### src/rtl/ulpi_phy_emu_if.sv
// ULPI link-side bus plus the two AXI4-Stream packet ports of the PHY emulator.
//   master : PHY side (ulpi_phy_emu) - drives dir/nxt/data_o, s_axis ready, m_axis beat
//   slave  : link/environment side   - drives stp/data_i, s_axis beat, m_axis ready
interface ulpi_phy_emu_if;
  logic       ulpi_dir_o;
  logic       ulpi_nxt_o;
  logic       ulpi_stp_i;
  logic [7:0] ulpi_data_i;
  logic [7:0] ulpi_data_o;
  logic       s_axis_tvalid_i;
  logic       s_axis_tready_o;
  logic       s_axis_tlast_i;
  logic [7:0] s_axis_tdata_i;
  logic       m_axis_tvalid_o;
  logic       m_axis_tready_i;
  logic       m_axis_tlast_o;
  logic [7:0] m_axis_tdata_o;

  modport master (
    output ulpi_dir_o, ulpi_nxt_o, ulpi_data_o,
    output s_axis_tready_o,
    output m_axis_tvalid_o, m_axis_tlast_o, m_axis_tdata_o,
    input  ulpi_stp_i, ulpi_data_i,
    input  s_axis_tvalid_i, s_axis_tlast_i, s_axis_tdata_i,
    input  m_axis_tready_i
  );

  modport slave (
    input  ulpi_dir_o, ulpi_nxt_o, ulpi_data_o,
    input  s_axis_tready_o,
    input  m_axis_tvalid_o, m_axis_tlast_o, m_axis_tdata_o,
    output ulpi_stp_i, ulpi_data_i,
    output s_axis_tvalid_i, s_axis_tlast_i, s_axis_tdata_i,
    output m_axis_tready_i
  );
endinterface

### src/rtl/ulpi_phy_emu.sv
// ULPI PHY emulator: PHY-side endpoint of a ULPI link for loopback / on-FPGA use.
//   clock, areset_n : 60 MHz ULPI clock, async active-low reset
//   bus (master)    : ULPI dir/nxt/stp/data, s_axis (USB RX packets to the link),
//                     m_axis (link TX packets, full PID byte first)
//   linestate_i     : emulated LineState
//   vbus_state_i    : emulated VbusState
//   func_ctrl_o     : register 0x04 (Function Control)
//   otg_ctrl_o      : register 0x0A (OTG Control)
// Handles register write/read, RX CMD reporting of line/vbus changes, and
// packet transfer in both directions.
module ulpi_phy_emu #(
  parameter logic [15:0] VENDOR_ID  = 16'h0424,
  parameter logic [15:0] PRODUCT_ID = 16'h0009
) (
  input  logic           clock,
  input  logic           areset_n,
  ulpi_phy_emu_if.master bus,
  input  logic [1:0]     linestate_i,
  input  logic [1:0]     vbus_state_i,
  output logic [7:0]     func_ctrl_o,
  output logic [7:0]     otg_ctrl_o
);

  typedef enum logic [3:0] {
    IDLE, RXC_TURN, RXC_BYTE, RXC_END,
    RX_TURN, RX_DATA, RX_END, RX_BACK,
    TXC_ACK, TX_DATA,
    REGW_DATA, REGW_STP,
    REGR_TURN, REGR_DATA, REGR_BACK
  } state_t;

  state_t           state;
  logic             dir_r, nxt_r;
  logic [7:0]       data_r;
  logic             s_tready_r;
  logic             rx_last_r;   // tlast beat accepted, now being shown
  logic [1:0]       cmd_r;       // TX CMD class: 01 tx, 10 regw, 11 regr
  logic [5:0]       addr_r;      // register address or {2'b00, PID}
  logic [7:0]       wdata_r;
  logic [3:0]       last_rpt_r;  // {vbus, linestate} of the last RX CMD sent
  logic [7:0]       hold_r;
  logic             hold_vld_r;
  logic             stp_seen_r;  // stp arrived while m_axis was still busy
  logic             m_tvalid_r, m_tlast_r;
  logic [7:0]       m_tdata_r;
  logic [15:0][7:0] regs;
  logic [7:0]       rd_val;

  logic [3:0] line_now;
  logic       s_beat, out_free, tx_nxt, tx_take;

  function automatic logic [7:0] rx_cmd(input logic active, input logic [3:0] line);
    return {2'b00, 1'b0, active, line};
  endfunction

  assign line_now = {vbus_state_i, linestate_i};
  assign s_beat   = bus.s_axis_tvalid_i & s_tready_r;
  assign out_free = ~m_tvalid_r | bus.m_axis_tready_i;
  // Throttle: a new byte may only land if the held one can move to m_axis.
  assign tx_nxt   = ~stp_seen_r & (~hold_vld_r | bus.m_axis_tready_i);
  assign tx_take  = (state == TX_DATA) & tx_nxt & ~bus.ulpi_stp_i;

  assign bus.ulpi_dir_o      = dir_r;
  assign bus.ulpi_nxt_o      = (state == TX_DATA) ? tx_nxt : nxt_r;
  assign bus.ulpi_data_o     = data_r;
  assign bus.s_axis_tready_o = s_tready_r;
  assign bus.m_axis_tvalid_o = m_tvalid_r;
  assign bus.m_axis_tlast_o  = m_tlast_r;
  assign bus.m_axis_tdata_o  = m_tdata_r;
  assign func_ctrl_o         = regs[4];
  assign otg_ctrl_o          = regs[10];

  // Register read mux; set/clear aliases read back their base register.
  always_comb begin
    rd_val = 8'h00;
    case (addr_r)
      6'h00: rd_val = VENDOR_ID[7:0];
      6'h01: rd_val = VENDOR_ID[15:8];
      6'h02: rd_val = PRODUCT_ID[7:0];
      6'h03: rd_val = PRODUCT_ID[15:8];
      6'h04, 6'h05, 6'h06: rd_val = regs[4];
      6'h0A, 6'h0B, 6'h0C: rd_val = regs[10];
      6'h07, 6'h08, 6'h09,
      6'h0D, 6'h0E, 6'h0F: rd_val = regs[addr_r[3:0]];
      default: rd_val = 8'h00;
    endcase
  end

  always_ff @(posedge clock or negedge areset_n) begin
    if (!areset_n) begin
      state      <= IDLE;
      dir_r      <= 1'b0;
      nxt_r      <= 1'b0;
      data_r     <= 8'h00;
      s_tready_r <= 1'b0;
      rx_last_r  <= 1'b0;
      cmd_r      <= 2'b00;
      addr_r     <= 6'h00;
      wdata_r    <= 8'h00;
      last_rpt_r <= 4'h0;
      hold_r     <= 8'h00;
      hold_vld_r <= 1'b0;
      stp_seen_r <= 1'b0;
      m_tvalid_r <= 1'b0;
      m_tlast_r  <= 1'b0;
      m_tdata_r  <= 8'h00;
      regs       <= '0;
      regs[4]    <= 8'h41;
      regs[10]   <= 8'h06;
    end else begin
      if (m_tvalid_r && bus.m_axis_tready_i) begin
        m_tvalid_r <= 1'b0;
        m_tlast_r  <= 1'b0;
      end

      case (state)
        IDLE: begin
          dir_r  <= 1'b0;
          nxt_r  <= 1'b0;
          data_r <= 8'h00;
          // RX beats a coincident TX CMD: the link aborts once dir rises.
          if (bus.s_axis_tvalid_i) begin
            state      <= RX_TURN;
            dir_r      <= 1'b1;
            nxt_r      <= 1'b1;
            s_tready_r <= 1'b1;
            rx_last_r  <= 1'b0;
          end else if (bus.ulpi_data_i[7:6] != 2'b00) begin
            state  <= TXC_ACK;
            nxt_r  <= 1'b1;
            cmd_r  <= bus.ulpi_data_i[7:6];
            addr_r <= bus.ulpi_data_i[5:0];
          end else if (line_now != last_rpt_r) begin
            state <= RXC_TURN;
            dir_r <= 1'b1;
          end
        end

        RXC_TURN: begin
          state      <= RXC_BYTE;
          data_r     <= rx_cmd(1'b0, line_now);
          last_rpt_r <= line_now;
        end
        RXC_BYTE: begin
          state  <= RXC_END;
          dir_r  <= 1'b0;
          data_r <= 8'h00;
        end
        RXC_END: state <= IDLE;

        // tready is already up during the turnaround so the first beat is
        // shown in the very next cycle.
        RX_TURN, RX_DATA: begin
          if (rx_last_r) begin
            state      <= RX_END;
            nxt_r      <= 1'b0;
            data_r     <= rx_cmd(1'b0, line_now);
            last_rpt_r <= line_now;
          end else begin
            state <= RX_DATA;
            if (s_beat) begin
              data_r <= bus.s_axis_tdata_i;
              nxt_r  <= 1'b1;
              if (bus.s_axis_tlast_i) begin
                s_tready_r <= 1'b0;
                rx_last_r  <= 1'b1;
              end
            end else begin
              data_r     <= rx_cmd(1'b1, line_now);
              nxt_r      <= 1'b0;
              last_rpt_r <= line_now;
            end
          end
        end
        RX_END: begin
          state  <= RX_BACK;
          dir_r  <= 1'b0;
          data_r <= 8'h00;
        end
        RX_BACK: state <= IDLE;

        TXC_ACK: begin
          case (cmd_r)
            2'b01: begin
              state      <= TX_DATA;
              nxt_r      <= 1'b0;
              hold_r     <= {~addr_r[3:0], addr_r[3:0]};
              hold_vld_r <= 1'b1;
              stp_seen_r <= 1'b0;
            end
            2'b10:   state <= REGW_DATA;
            2'b11: begin
              state <= REGR_TURN;
              dir_r <= 1'b1;
              nxt_r <= 1'b0;
            end
            default: begin
              state <= IDLE;
              nxt_r <= 1'b0;
            end
          endcase
        end

        // The hold byte is only released once the next byte (or stp)
        // tells us whether it is the last one.
        TX_DATA: begin
          if (bus.ulpi_stp_i || stp_seen_r) begin
            if (out_free) begin
              m_tvalid_r <= 1'b1;
              m_tdata_r  <= hold_r;
              m_tlast_r  <= 1'b1;
              hold_vld_r <= 1'b0;
              stp_seen_r <= 1'b0;
              state      <= IDLE;
            end else begin
              stp_seen_r <= 1'b1;
            end
          end else if (tx_take) begin
            if (hold_vld_r) begin
              m_tvalid_r <= 1'b1;
              m_tdata_r  <= hold_r;
              m_tlast_r  <= 1'b0;
            end
            hold_r     <= bus.ulpi_data_i;
            hold_vld_r <= 1'b1;
          end
        end

        REGW_DATA: begin
          state   <= REGW_STP;
          nxt_r   <= 1'b0;
          wdata_r <= bus.ulpi_data_i;
        end
        REGW_STP: begin
          state <= IDLE;
          if (bus.ulpi_stp_i) begin
            case (addr_r)
              6'h04, 6'h07, 6'h08, 6'h09,
              6'h0A, 6'h0D, 6'h0E, 6'h0F: regs[addr_r[3:0]] <= wdata_r;
              6'h05: regs[4]  <= regs[4]  |  wdata_r;
              6'h06: regs[4]  <= regs[4]  & ~wdata_r;
              6'h0B: regs[10] <= regs[10] |  wdata_r;
              6'h0C: regs[10] <= regs[10] & ~wdata_r;
              default: ;
            endcase
          end
        end

        REGR_TURN: begin
          state  <= REGR_DATA;
          data_r <= rd_val;
        end
        REGR_DATA: begin
          state  <= REGR_BACK;
          dir_r  <= 1'b0;
          data_r <= 8'h00;
        end
        REGR_BACK: state <= IDLE;

        default: state <= IDLE;
      endcase
    end
  end

endmodule

### src/flat_wrapper.sv
// flat-port wrapper written by rule: the top's interface ports become plain ports
module ulpi_phy_emu_flat 
#(
  parameter logic [15:0] VENDOR_ID  = 16'h0424,
  parameter logic [15:0] PRODUCT_ID = 16'h0009
)
  (clock, areset_n, linestate_i, vbus_state_i, func_ctrl_o, otg_ctrl_o, bus_ulpi_dir_o, bus_ulpi_nxt_o, bus_ulpi_data_o, bus_s_axis_tready_o, bus_m_axis_tvalid_o, bus_m_axis_tlast_o, bus_m_axis_tdata_o, bus_ulpi_stp_i, bus_ulpi_data_i, bus_s_axis_tvalid_i, bus_s_axis_tlast_i, bus_s_axis_tdata_i, bus_m_axis_tready_i);
  ulpi_phy_emu_if bus_i ();
  input  logic clock;
  input  logic areset_n;
  input  logic [1:0] linestate_i;
  input  logic [1:0] vbus_state_i;
  output logic [7:0] func_ctrl_o;
  output logic [7:0] otg_ctrl_o;
  output wire logic [$bits(bus_i.ulpi_dir_o)-1:0] bus_ulpi_dir_o;
  output wire logic [$bits(bus_i.ulpi_nxt_o)-1:0] bus_ulpi_nxt_o;
  output wire logic [$bits(bus_i.ulpi_data_o)-1:0] bus_ulpi_data_o;
  output wire logic [$bits(bus_i.s_axis_tready_o)-1:0] bus_s_axis_tready_o;
  output wire logic [$bits(bus_i.m_axis_tvalid_o)-1:0] bus_m_axis_tvalid_o;
  output wire logic [$bits(bus_i.m_axis_tlast_o)-1:0] bus_m_axis_tlast_o;
  output wire logic [$bits(bus_i.m_axis_tdata_o)-1:0] bus_m_axis_tdata_o;
  input wire logic [$bits(bus_i.ulpi_stp_i)-1:0] bus_ulpi_stp_i;
  input wire logic [$bits(bus_i.ulpi_data_i)-1:0] bus_ulpi_data_i;
  input wire logic [$bits(bus_i.s_axis_tvalid_i)-1:0] bus_s_axis_tvalid_i;
  input wire logic [$bits(bus_i.s_axis_tlast_i)-1:0] bus_s_axis_tlast_i;
  input wire logic [$bits(bus_i.s_axis_tdata_i)-1:0] bus_s_axis_tdata_i;
  input wire logic [$bits(bus_i.m_axis_tready_i)-1:0] bus_m_axis_tready_i;
  assign bus_ulpi_dir_o = bus_i.ulpi_dir_o;
  assign bus_ulpi_nxt_o = bus_i.ulpi_nxt_o;
  assign bus_ulpi_data_o = bus_i.ulpi_data_o;
  assign bus_s_axis_tready_o = bus_i.s_axis_tready_o;
  assign bus_m_axis_tvalid_o = bus_i.m_axis_tvalid_o;
  assign bus_m_axis_tlast_o = bus_i.m_axis_tlast_o;
  assign bus_m_axis_tdata_o = bus_i.m_axis_tdata_o;
  assign bus_i.ulpi_stp_i = bus_ulpi_stp_i;
  assign bus_i.ulpi_data_i = bus_ulpi_data_i;
  assign bus_i.s_axis_tvalid_i = bus_s_axis_tvalid_i;
  assign bus_i.s_axis_tlast_i = bus_s_axis_tlast_i;
  assign bus_i.s_axis_tdata_i = bus_s_axis_tdata_i;
  assign bus_i.m_axis_tready_i = bus_m_axis_tready_i;
  ulpi_phy_emu #(.VENDOR_ID(VENDOR_ID), .PRODUCT_ID(PRODUCT_ID)) u_core (.clock(clock), .areset_n(areset_n), .bus(bus_i), .linestate_i(linestate_i), .vbus_state_i(vbus_state_i), .func_ctrl_o(func_ctrl_o), .otg_ctrl_o(otg_ctrl_o));
endmodule
### config.mk
export PLATFORM = sky130hd
export DESIGN_NAME = ulpi_phy_emu_flat
export DESIGN_NICKNAME = d
export VERILOG_FILES = /design/src/rtl/ulpi_phy_emu_if.sv /design/src/rtl/ulpi_phy_emu.sv /design/src/flat_wrapper.sv
export SDC_FILE = /design/constraint.sdc
export NUM_CORES = 1
export LEC_CHECK = 0
export ABC_AREA = 1
export BUFFER_PORTS_ARGS = -buffer_cell sky130_fd_sc_hd__buf_2
export CAP_MARGIN = 20
export CORE_ASPECT_RATIO = 0.9
export CORE_MARGIN = 2
export CORE_UTILIZATION = 61
export CTS_BUF_LIST = sky130_fd_sc_hd__clkbuf_16
export DETAILED_ROUTE_END_ITERATION = 8
export PLACE_DENSITY = 0.78
export SLEW_MARGIN = 20
export SYNTH_ARGS = -nofsm -noshare
export SYNTH_HDL_FRONTEND = slang
export SYNTH_SLANG_ARGS = --single-unit
### constraint.sdc
create_clock -name clock -period 1.95 [get_ports clock]
set_input_delay 0.39 -clock clock [delete_from_list [all_inputs] [get_ports clock]]
set_output_delay 0.39 -clock clock [all_outputs]
set_load 0.05 [all_outputs]
* Yosys cells after proc, flatten, opt, wreduce, memory -nomap -nowiden *
Index checks and enable logic that the tools add are counted.

word-level totals
  input port bits = 26
  logic and storage cells = 206
  output and inout port bits = 37
  bits in registers = 184

cells by class
  $lt $le $gt $ge = 2
  reduce and logical (&&, ||, !) cells = 37
  muxes and demuxes = 73
  bitwise logic cells = 17
  equal/unequal tests = 45

operator list
  kind                                                    count
  bitwise mux 128 bit                                     1
  2-to-1 mux 8 bit                                        11
  equality test 6 x 4 -> 1 bit (second input constant)    8
  case mux 8 bit (3 select lines)                         2
  case mux 8 bit (6 select lines)                         1
  case mux 4 bit (10 select lines)                        1
  2-to-1 mux 1 bit                                        37
  binary-select mux 8 bit (select 4 bit)                  1
  demux 8 bit (select 4 bit)                              1
  case mux 8 bit (4 select lines)                         1
  2-to-1 mux 4 bit                                        7
  equality test 4 bit (second input constant)             6
  equality test 6 x 3 -> 1 bit (second input constant)    4
  AND reduction 3 bit                                     6
  AND 8 bit                                               2
  bitwise OR 8 bit                                        2
  case mux 8 bit (2 select lines)                         1
  equality test 4 x 3 -> 1 bit (second input constant)    3
  inequality test 2 x 1 -> 1 bit (second input constant)  6
  inequality test 2 bit (second input constant)           6
  case mux 4 bit (3 select lines)                         1
  AND reduction 4 bit                                     3
  nonzero test 2 bit                                      6
  inequality test 3 x 2 -> 1 bit (second input constant)  3
  other kinds (33)                                        54

* Depth between registers and ports, before layout *
Gate-level depths: netlist of run 1.

  word-level depth = 8
  gate-level depth with buffers = 13
  gate-level depth less buffers = 12

* Worst setup path after synthesis of run 1 *
Ideal clock, no wire load.

  kind = register to output
  start point = reg u_core.state[2]
  end point = out bus_ulpi_nxt_o
  slack = -204 ps
  data required time = 1560 ps
  data arrival time = 1764 ps
  buffers on the path = 0
  stages on the path, launching flop included = 6
  cell sequence = dfrtp_1 -> nor2_4 -> inv_1 -> nor2_1 -> o21ai_2 -> o22ai_1

on the way
  longest elaborated chain between the ends = 2

RTL lines
  element                 RTL line             RTL
  from (decl)             ulpi_phy_emu.sv:32   state_t state;
  from (signal assigned)  ulpi_phy_emu.sv:91   state <= IDLE;
  from (signal assigned)  ulpi_phy_emu.sv:123  state <= RX_TURN;
  from (signal assigned)  ulpi_phy_emu.sv:129  state <= TXC_ACK;
  equality test 4 bit     ulpi_phy_emu.sv:64   assign bus.ulpi_nxt_o = (state == TX_DATA) ? tx_nxt : nxt_r;
  2-to-1 mux 1 bit        ulpi_phy_emu.sv:64
  to (decl)               flat_wrapper.sv:16   output wire logic [$bits(bus_i.ulpi_nxt_o)-1:0] bus_ulpi_nxt_o;

Every way passes these cells.

* Worst setup path after layout of run 1 *
Ends and elaborated chain as after synthesis.

==> flow_summary.json, run 1 <==
{
  "synth_fa_ha_area_frac": 0,
  "clk_pin_slew_worst_paths_ns": 0.06,
  "rows": 42,
  "fin_skew_ns": 0.00817,
  "nets": 1252,
  "reg2reg_setup_slack_ns": 0.06,
  "place_congestion": 0.960,
  "crit_arrival_ns": 1.62,
  "power.switching_uw": 6760,
  "critical_path.max_stage_delay_ns": 0.41,
  "drive_above_1_share": 0.161,
  "synth_area_leaders": "dfrtp_1 (50%), nand2_1 (15%), nor2_1 (6.6%), o21ai_0 (6.5%), inv_1 (5.6%)",
  "yosysTopAreaCell": "dfrtp_1",
  "path_cells": "nor2_4, inv_2, nor2_2, buf_6, o21ai_4, o22ai_4, buf_6",
  "numCtsBuffers": 17,
  "vias": 7791,
  "worstSetupStartpointType": "flip-flop",
  "crit_fanout": 4,
  "first_iter_violations": 1013,
  "combPwrFrac": 0.451,
  "leakagePower_uw": 0.00538,
  "finalSetupViolCount": 1,
  "synth-compound-area-share": 0.107,
  "grt_overflow": 0,
  "slew_violations": 0,
  "cts_tree": "built",
  "rsz0062_at_grt": "yes",
  "synth-seq-area-share": 0.512,
  "routed_via_density": 5.42,
  "wirelength_um": 22600,
  "crit_top_cell": "buf_6",
  "worstHoldStart": "bus_s_axis_tdata_i[7]",
  "drv_cap": 0,
  "syn_to_final_growth_pct": 14.9,
  "htree_levels": 4,
  "tns_ns": -0.0604,
  "layout.core_utilization": 0.711,
  "portBuffers": 62,
  "synthFlopType": "dfrtp_1",
  "synth_edf_count": 0,
  "pwr-share-seq": 0.326,
  "avgSynthCellArea_um2": 7.53,
  "swShare": 0.444,
  "synth_mux_area_frac": 0.00500,
  "die-area_um2": 15800,
  "r2r_cells": 10,
  "fin_crit_ns": 2.01,
  "grt_max_degree": 51,
  "insertion_delay_ns": 0.44,
  "cts.sink_count": 184,
  "antenna_found_initial": 0,
  "syn_nets": 1222,
  "ios": 63,
  "violations": "negative setup slack",
  "n_antenna_cell": 0,
  "fin_ws_ns": -0.0604,
  "min_path_cells": 3,
  "p_per_area_nw_per_um2": 1470,
  "yosys.area_share.simple": 0.259,
  "criticalPathCategory": "flip-flop to output port",
  "relSlewSlack": 0.657,
  "p_clk_frac": 0.223,
  "end_kind": "output port",
  "synth_seq_cells": 184,
  "async_reset_ff_frac": 1.00,
  "r2r-start": "u_core.addr_r[0]",
  "cts-root-buf": "clkbuf_16",
  "initial_utilization": 0.619,
  "tightest_slew_ns": 0.513,
  "grt_pass1_wl_um": 36200,
  "yosysTopAreaCellShare": 0.500,
  "min_to": "u_core.bus.ulpi_data_o[7]",
  "grt_pass1_vias": 7200,
  "status": "complete, but fails checks",
  "track_usage": 0.294,
  "r2r_end": "u_core.regs[125]",
  "drtAntennaViolNets": 0,
  "firstDrtPassIters": 6,
  "routedWlPerCell_um": 15.7,
  "hpwl_um": 15100,
  "synth_cell_type_count": 37,
  "core-area_um2": 14600,
  "fmax_ghz": 0.497,
  "ys_warn_count": 0,
  "hold_viol_final": 0,
  "ir_worst_vdd_mv": 0.883,
  "crit_slowest_cell": "dfrtp_1",
  "synth_top_family_by_area": "simple AND/OR/NAND/NOR gates",
  "fillers": 1151,
  "fin_crit_sh": 1.03,
  "clk_path_buf_depth": 2,
  "internal_power_uw": 8480,
  "die_y_um": 119,
  "cp_top_family": "flip-flops",
  "synthXorXnorAreaFrac": 0.00389,
  "path_buf_inv": 3,
  "synthesis.area_um2": 9010,
  "hold_path.class": "input port to flip-flop",
  "drcViolationCount": 0,
  "synthCells": 1196,
  "chipWidth_um": 132,
  "required_ns": 1.56
}
==> worst max-delay path by stage <==
stage	startpoint	end	slack, ns	cells after the start
3_5_place_dp	u_core.addr_r[0]	u_core.regs[65]	-0.10	10
6_report	u_core.state[2]	bus_ulpi_nxt_o	-0.06	7
4_1_cts	u_core.state[3]	bus_ulpi_nxt_o	-0.11	8
2_1_floorplan	u_core.state[2]	bus_ulpi_nxt_o	0.1	5
5_1_grt	u_core.state[2]	bus_ulpi_nxt_o	-0.14	7
3_3_place_gp	u_core.addr_r[0]	u_core.regs[66]	-0.05	10
==> cell families (layout without fill, tap and decap cells) <==
| kind of cell | after synthesis | in the layout |
|---|---|---|
| muxes | 4 | 4 |
| and+or+nand+nor | 576 | 582 |
| DFF | 184 | 184 |
| AOI/OAI and AO/OA | 180 | 181 |
| xor gates and xnor gates | 4 | 4 |
| buffers and inverters | 248 | 284 |
==> cells in the mapped netlist, types with 2 or more instances <==
| cell | n |
|---|---|
| buf_1 | 3 |
| nor3_1 | 3 |
| nand3_4 | 6 |
| nor2_1 | 159 |
| inv_2 | 2 |
| nand2_1 | 364 |
| o22ai_1 | 3 |
| nand4_1 | 4 |
| inv_1 | 134 |
| o21ai_0 | 117 |
| nand3_1 | 30 |
| mux2_2 | 4 |
| buf_2 | 8 |
| a22oi_1 | 8 |
| dfrtp_1 | 180 |
| o21ai_1 | 12 |
| nand2_2 | 3 |
| buf_4 | 20 |
| o31ai_1 | 2 |
| xnor2_1 | 4 |
| dfstp_2 | 4 |
| clkbuf_1 | 80 |
| a21oi_1 | 26 |
| o211ai_1 | 5 |
| o21ai_2 | 3 |
==> area by class of cell <==
class                           count  area (um^2)  share of cell area
Multi-Input combinational cell    771         3560               0.344
Timing Repair Buffer              114          815              0.0787
Tap cell                          198          248              0.0239
Timing Repair inverter              1         5.00            0.000483
Clock buffer                       17          425              0.0411
Sequential cell                   184         4610               0.446
Clock inverter                     15          151              0.0146
Inverter                          137          531              0.0513
==> repair_timing <==
| action | in CTS | in global routing |
|---|---|---|
| buffers inserted | 8 | 7 |
| pin swaps | 6 | 11 |
| cloned | 2 | 6 |
| resized for setup | 10 | 32 |
| hold endpoints to repair | 32 | 0 |
| endpoints found under the setup margin | 64 | 88 |
| hold buffers | 1 | 0 |
==> power by group through the flow <==
stage / sequential [uW] / clock, uW / combinational (uW)
floorplan: 5460 / 0 / 3880
global placement: 5020 / 0 / 6270
detailed placement: 5030 / 0 / 6350
CTS: 4950 / 3430 / 6530
global route: 5040 / 3570 / 7550
finish: 4970 / 3400 / 6870
==> registers in the layout (all words and copies together) (netlist names), 2 cells and up <==
register and flops:
u_core.wdata_r 8, u_core.otg_ctrl_o 8, u_core.regs 112, u_core.addr_r 6, u_core.cmd_r 2, u_core.last_rpt_r 4, u_core.bus.m_axis_tdata_o 8, u_core.hold_r 8
u_core.state 4, u_core.bus.ulpi_data_o 8, u_core.func_ctrl_o 8
==> stage by stage <==
stage	area (um^2)	power, uW	cells	hold WS, ns	setup WS, ns
floorplan	9010	9340	1196	0.0944	0.0959
global placement	9440	11300	1381	0.321	-0.0470
detailed placement	9440	11400	1381	0.322	-0.101
CTS	10100	14900	1424	0.205	-0.113
global route	10400	16200	1437	0.214	-0.144
finish	10400	15200	1437	0.221	-0.0604
==> cells in the final DEF (no fill, tap or decap), types with 2 or more instances in the layout <==
cell type / count
nand2_1: 361
dfrtp_1: 177
nor2_1: 153
inv_1: 129
o21ai_0: 114
buf_2: 60
buf_4: 41
nand3_1: 27
a21oi_1: 26
clkbuf_16: 17
o21ai_1: 15
nand3_4: 11
a22oi_1: 8
inv_2: 7
nor2_2: 7
buf_12: 7
o211ai_1: 5
nand3_2: 5
buf_6: 5
clkinvlp_4: 4
nand4_1: 4
nand2_2: 4
xnor2_1: 4
mux2_2: 4
dfstp_2: 4
nor3_1: 3
inv_6: 3
clkinv_2: 3
dfrtp_2: 3
o21ai_4: 2
nand2_4: 2
o22ai_1: 2
o21ai_2: 2
o31ai_1: 2
bufinv_16: 2
==> per-layer routing <==
| layer | routed length (um) | share of wire | up-vias | track usage |
|---|---|---|---|---|
| met4 | 434 | 0.019 | 0 | 0.0876 |
| li1 | - | - | 3736 | - |
| met2 | 9990 | 0.44 | 363 | 0.446 |
| met1 | 10300 | 0.46 | 3653 | 0.428 |
| met5 | 0 | 0 | - | 0 |
| met3 | 1880 | 0.083 | 39 | 0.0626 |
==> worst min-delay path: stages <==
cell     delay, ns
buf_2         0.08
nand2_1       0.06
nand3_1       0.09
No activity file was read; power rests on OpenSTA's default activity.
==> run 2, diff against run 1 <==
--- a/config.mk
+++ b/config.mk
@@ -14,6 +14,7 @@
 export CTS_BUF_LIST = sky130_fd_sc_hd__clkbuf_16
 export DETAILED_ROUTE_END_ITERATION = 8
 export PLACE_DENSITY = 0.78
+export RECOVER_POWER = 100
 export SLEW_MARGIN = 20
 export SYNTH_ARGS = -nofsm -noshare
 export SYNTH_HDL_FRONTEND = slang
==> run 2 against run 1 <==
Net effect:
- the flow still finishes with violations (negative setup slack)
- final cell count stayed put
- cell area decreased by 0.44%
- sequential share of layout area up 0.20 points
- combinational power hardly changed
- setup slack improved by 0.0012 ns
- global-route usage unchanged
- via count barely moved
- clock-buffer cell count did not move
- worst hold slack got worse by 0.00067 ns
- first-iteration DRC count is 0.59% lower
- maximum frequency hardly changed
- non-clock buffer count unchanged
- largest power group unchanged
==> flow_summary.json, run 2 (same netlist as run 1, synthesis figures left out) <==
{
  "status": "complete, but fails checks",
  "violations": "negative setup slack",
  "wirelength_um": 22500,
  "crit_slowest_cell": "dfrtp_1",
  "met3_wirelength_um": 1830,
  "crit_arrival_ns": 1.62,
  "p_per_area_nw_per_um2": 1480,
  "finalSetupViolCount": 1,
  "clk_path_buf_depth": 2,
  "grt_overflow": 0,
  "htree_levels": 4,
  "chipWidth_um": 132,
  "path_buf_inv": 3,
  "place_congestion": 0.960,
  "crit_fanout": 4,
  "fillers": 1158,
  "dr_wl_met2_um": 10000,
  "fmax_ghz": 0.498,
  "drtAntennaViolNets": 0,
  "firstDrtPassIters": 5,
  "final_common_cell": "nand2_1",
  "syn_to_final_growth_pct": 14.4,
  "first_iter_violations": 1007,
  "largest_register_ff_count": 112,
  "criticalPathCategory": "flip-flop to output port",
  "insertion_delay_ns": 0.43,
  "nets": 1252,
  "cts_tree": "built",
  "final-seq-area_um2": 4610,
  "grt_pass1_vias": 7200,
  "multi_input_area_um2": 3560,
  "cp_top_family": "flip-flops",
  "hold_path.class": "input port to flip-flop",
  "leakagePower_uw": 0.00536,
  "fin_crit_sh": 1.03,
  "die-area_um2": 15800,
  "layout_common_cells": "nand2_1 (361), dfrtp_1 (177), nor2_1 (153)",
  "drv_cap": 0,
  "drive_above_1_share": 0.161,
  "ir_worst_vdd_mv": 0.879,
  "hpwl_um": 15100,
  "required_ns": 1.56,
  "place_area_um2": 9440,
  "ios": 63,
  "tightest_slew_ns": 0.931,
  "cts-root-buf": "clkbuf_16",
  "routed.top_layer": "met4",
  "grt_pass1_wl_um": 36200,
  "clk_pin_slew_worst_paths_ns": 0.07,
  "n_antenna_cell": 0,
  "worstSetupStartpointType": "flip-flop",
  "slew_violations": 0,
  "rows": 42,
  "fin_skew_ns": 0.00853,
  "crit_top_cell": "buf_6",
  "relSlewSlack": 0.380,
  "routed_via_density": 5.42,
  "cts.sink_count": 184,
  "fin_crit_ns": 2.01,
  "fin_ws_ns": -0.0592,
  "vias": 7789,
  "met1Wirelength_um": 10200,
  "track_usage": 0.294,
  "drcViolationCount": 0,
  "rsz0062_at_grt": "yes",
  "end_kind": "output port",
  "die_y_um": 119,
  "path_cells": "nor2_4, inv_2, nor2_2, buf_6, o21ai_4, o22ai_4, buf_6",
  "numCtsBuffers": 17,
  "portBuffers": 62,
  "critical_path.max_stage_delay_ns": 0.41,
  "tns_ns": -0.0592,
  "hold_viol_final": 0,
  "regMostFlops": "u_core.regs",
  "antenna_found_initial": 0,
  "routedWlPerCell_um": 15.7,
  "initial_utilization": 0.619,
  "stdcell_area_um2": 10300,
  "grt_max_degree": 51,
  "core-area_um2": 14600
}
## run 2: final cells by class
type	count	area share
multi-input cells	771	0.346
clock inverters	15	0.0147
clock buffers	17	0.0413
inverters	137	0.0515
well taps	198	0.0240
flip-flops and latches	184	0.448
repair inverters	1	0.000486
repair buffers	114	0.0747
## run 2: timing repair
| item | CTS | global route |
|---|---|---|
| resized for setup | 10 | 32 |
| hold buffers | 1 | 0 |
| hold endpoints to repair | 32 | 0 |
| buffers inserted | 8 | 7 |
| pin swaps | 6 | 11 |
| endpoints found under the setup margin | 64 | 88 |
| cloned | 2 | 6 |
## run 2: routing by layer
metal,up-vias,GRT usage
li1,3738,-
met1,3655,0.428
met2,359,0.446
met3,37,0.0626
met4,0,0.0876
met5,-,0
## run 2: tightest hold or removal path, stage by stage
cell and delay (ns):
buf_2 0.07, nand2_1 0.05, nand3_1 0.09
## run 2: worst paths after layout
| kind | from | to | slack [ns] | depth (start not counted) |
|---|---|---|---|---|
| max | u_core.state[2] | bus_ulpi_nxt_o | -0.06 | 7 |
| min | bus_s_axis_tdata_i[6] | u_core.bus.ulpi_data_o[6] | 0.22 | 3 |
| max reg2reg | u_core.addr_r[0] | u_core.regs[125] | 0.05 | 10 |
| min reg2reg | u_core.regs[10] | u_core.regs[10] | 0.38 | 0 |
| max in group asynchronous | areset_n | u_core.otg_ctrl_o[1] | 0.23 | 3 |
| min in group asynchronous | areset_n | u_core.regs[96] | 0.63 | 2 |
## run 2: per-stage QoR
| step | util | hold slack, ns | total power (uW) | worst slack [ns] | cells |
|---|---|---|---|---|---|
| 2_1_floorplan | - | 0.0944 | 9340 | 0.0959 | 1196 |
| 3_3_place_gp | 0.648 | 0.321 | 11300 | -0.0470 | 1381 |
| 3_5_place_dp | 0.648 | 0.322 | 11400 | -0.101 | 1381 |
| 4_1_cts | 0.695 | 0.205 | 14900 | -0.113 | 1424 |
| 5_1_grt | 0.708 | 0.214 | 16100 | -0.144 | 1437 |
| 6_report | 0.708 | 0.220 | 15200 | -0.0592 | 1437 |
## run 2: report_power, final
| part | leakage (uW) | total, uW | switching (uW) | internal, uW |
|---|---|---|---|---|
| Clock | 0.000281 | 3390 | 1500 | 1890 |
| Combinational | 0.00268 | 6840 | 4700 | 2140 |
| Sequential | 0.00241 | 4970 | 538 | 4430 |
| Total | 0.00536 | 15200 | 6740 | 8470 |
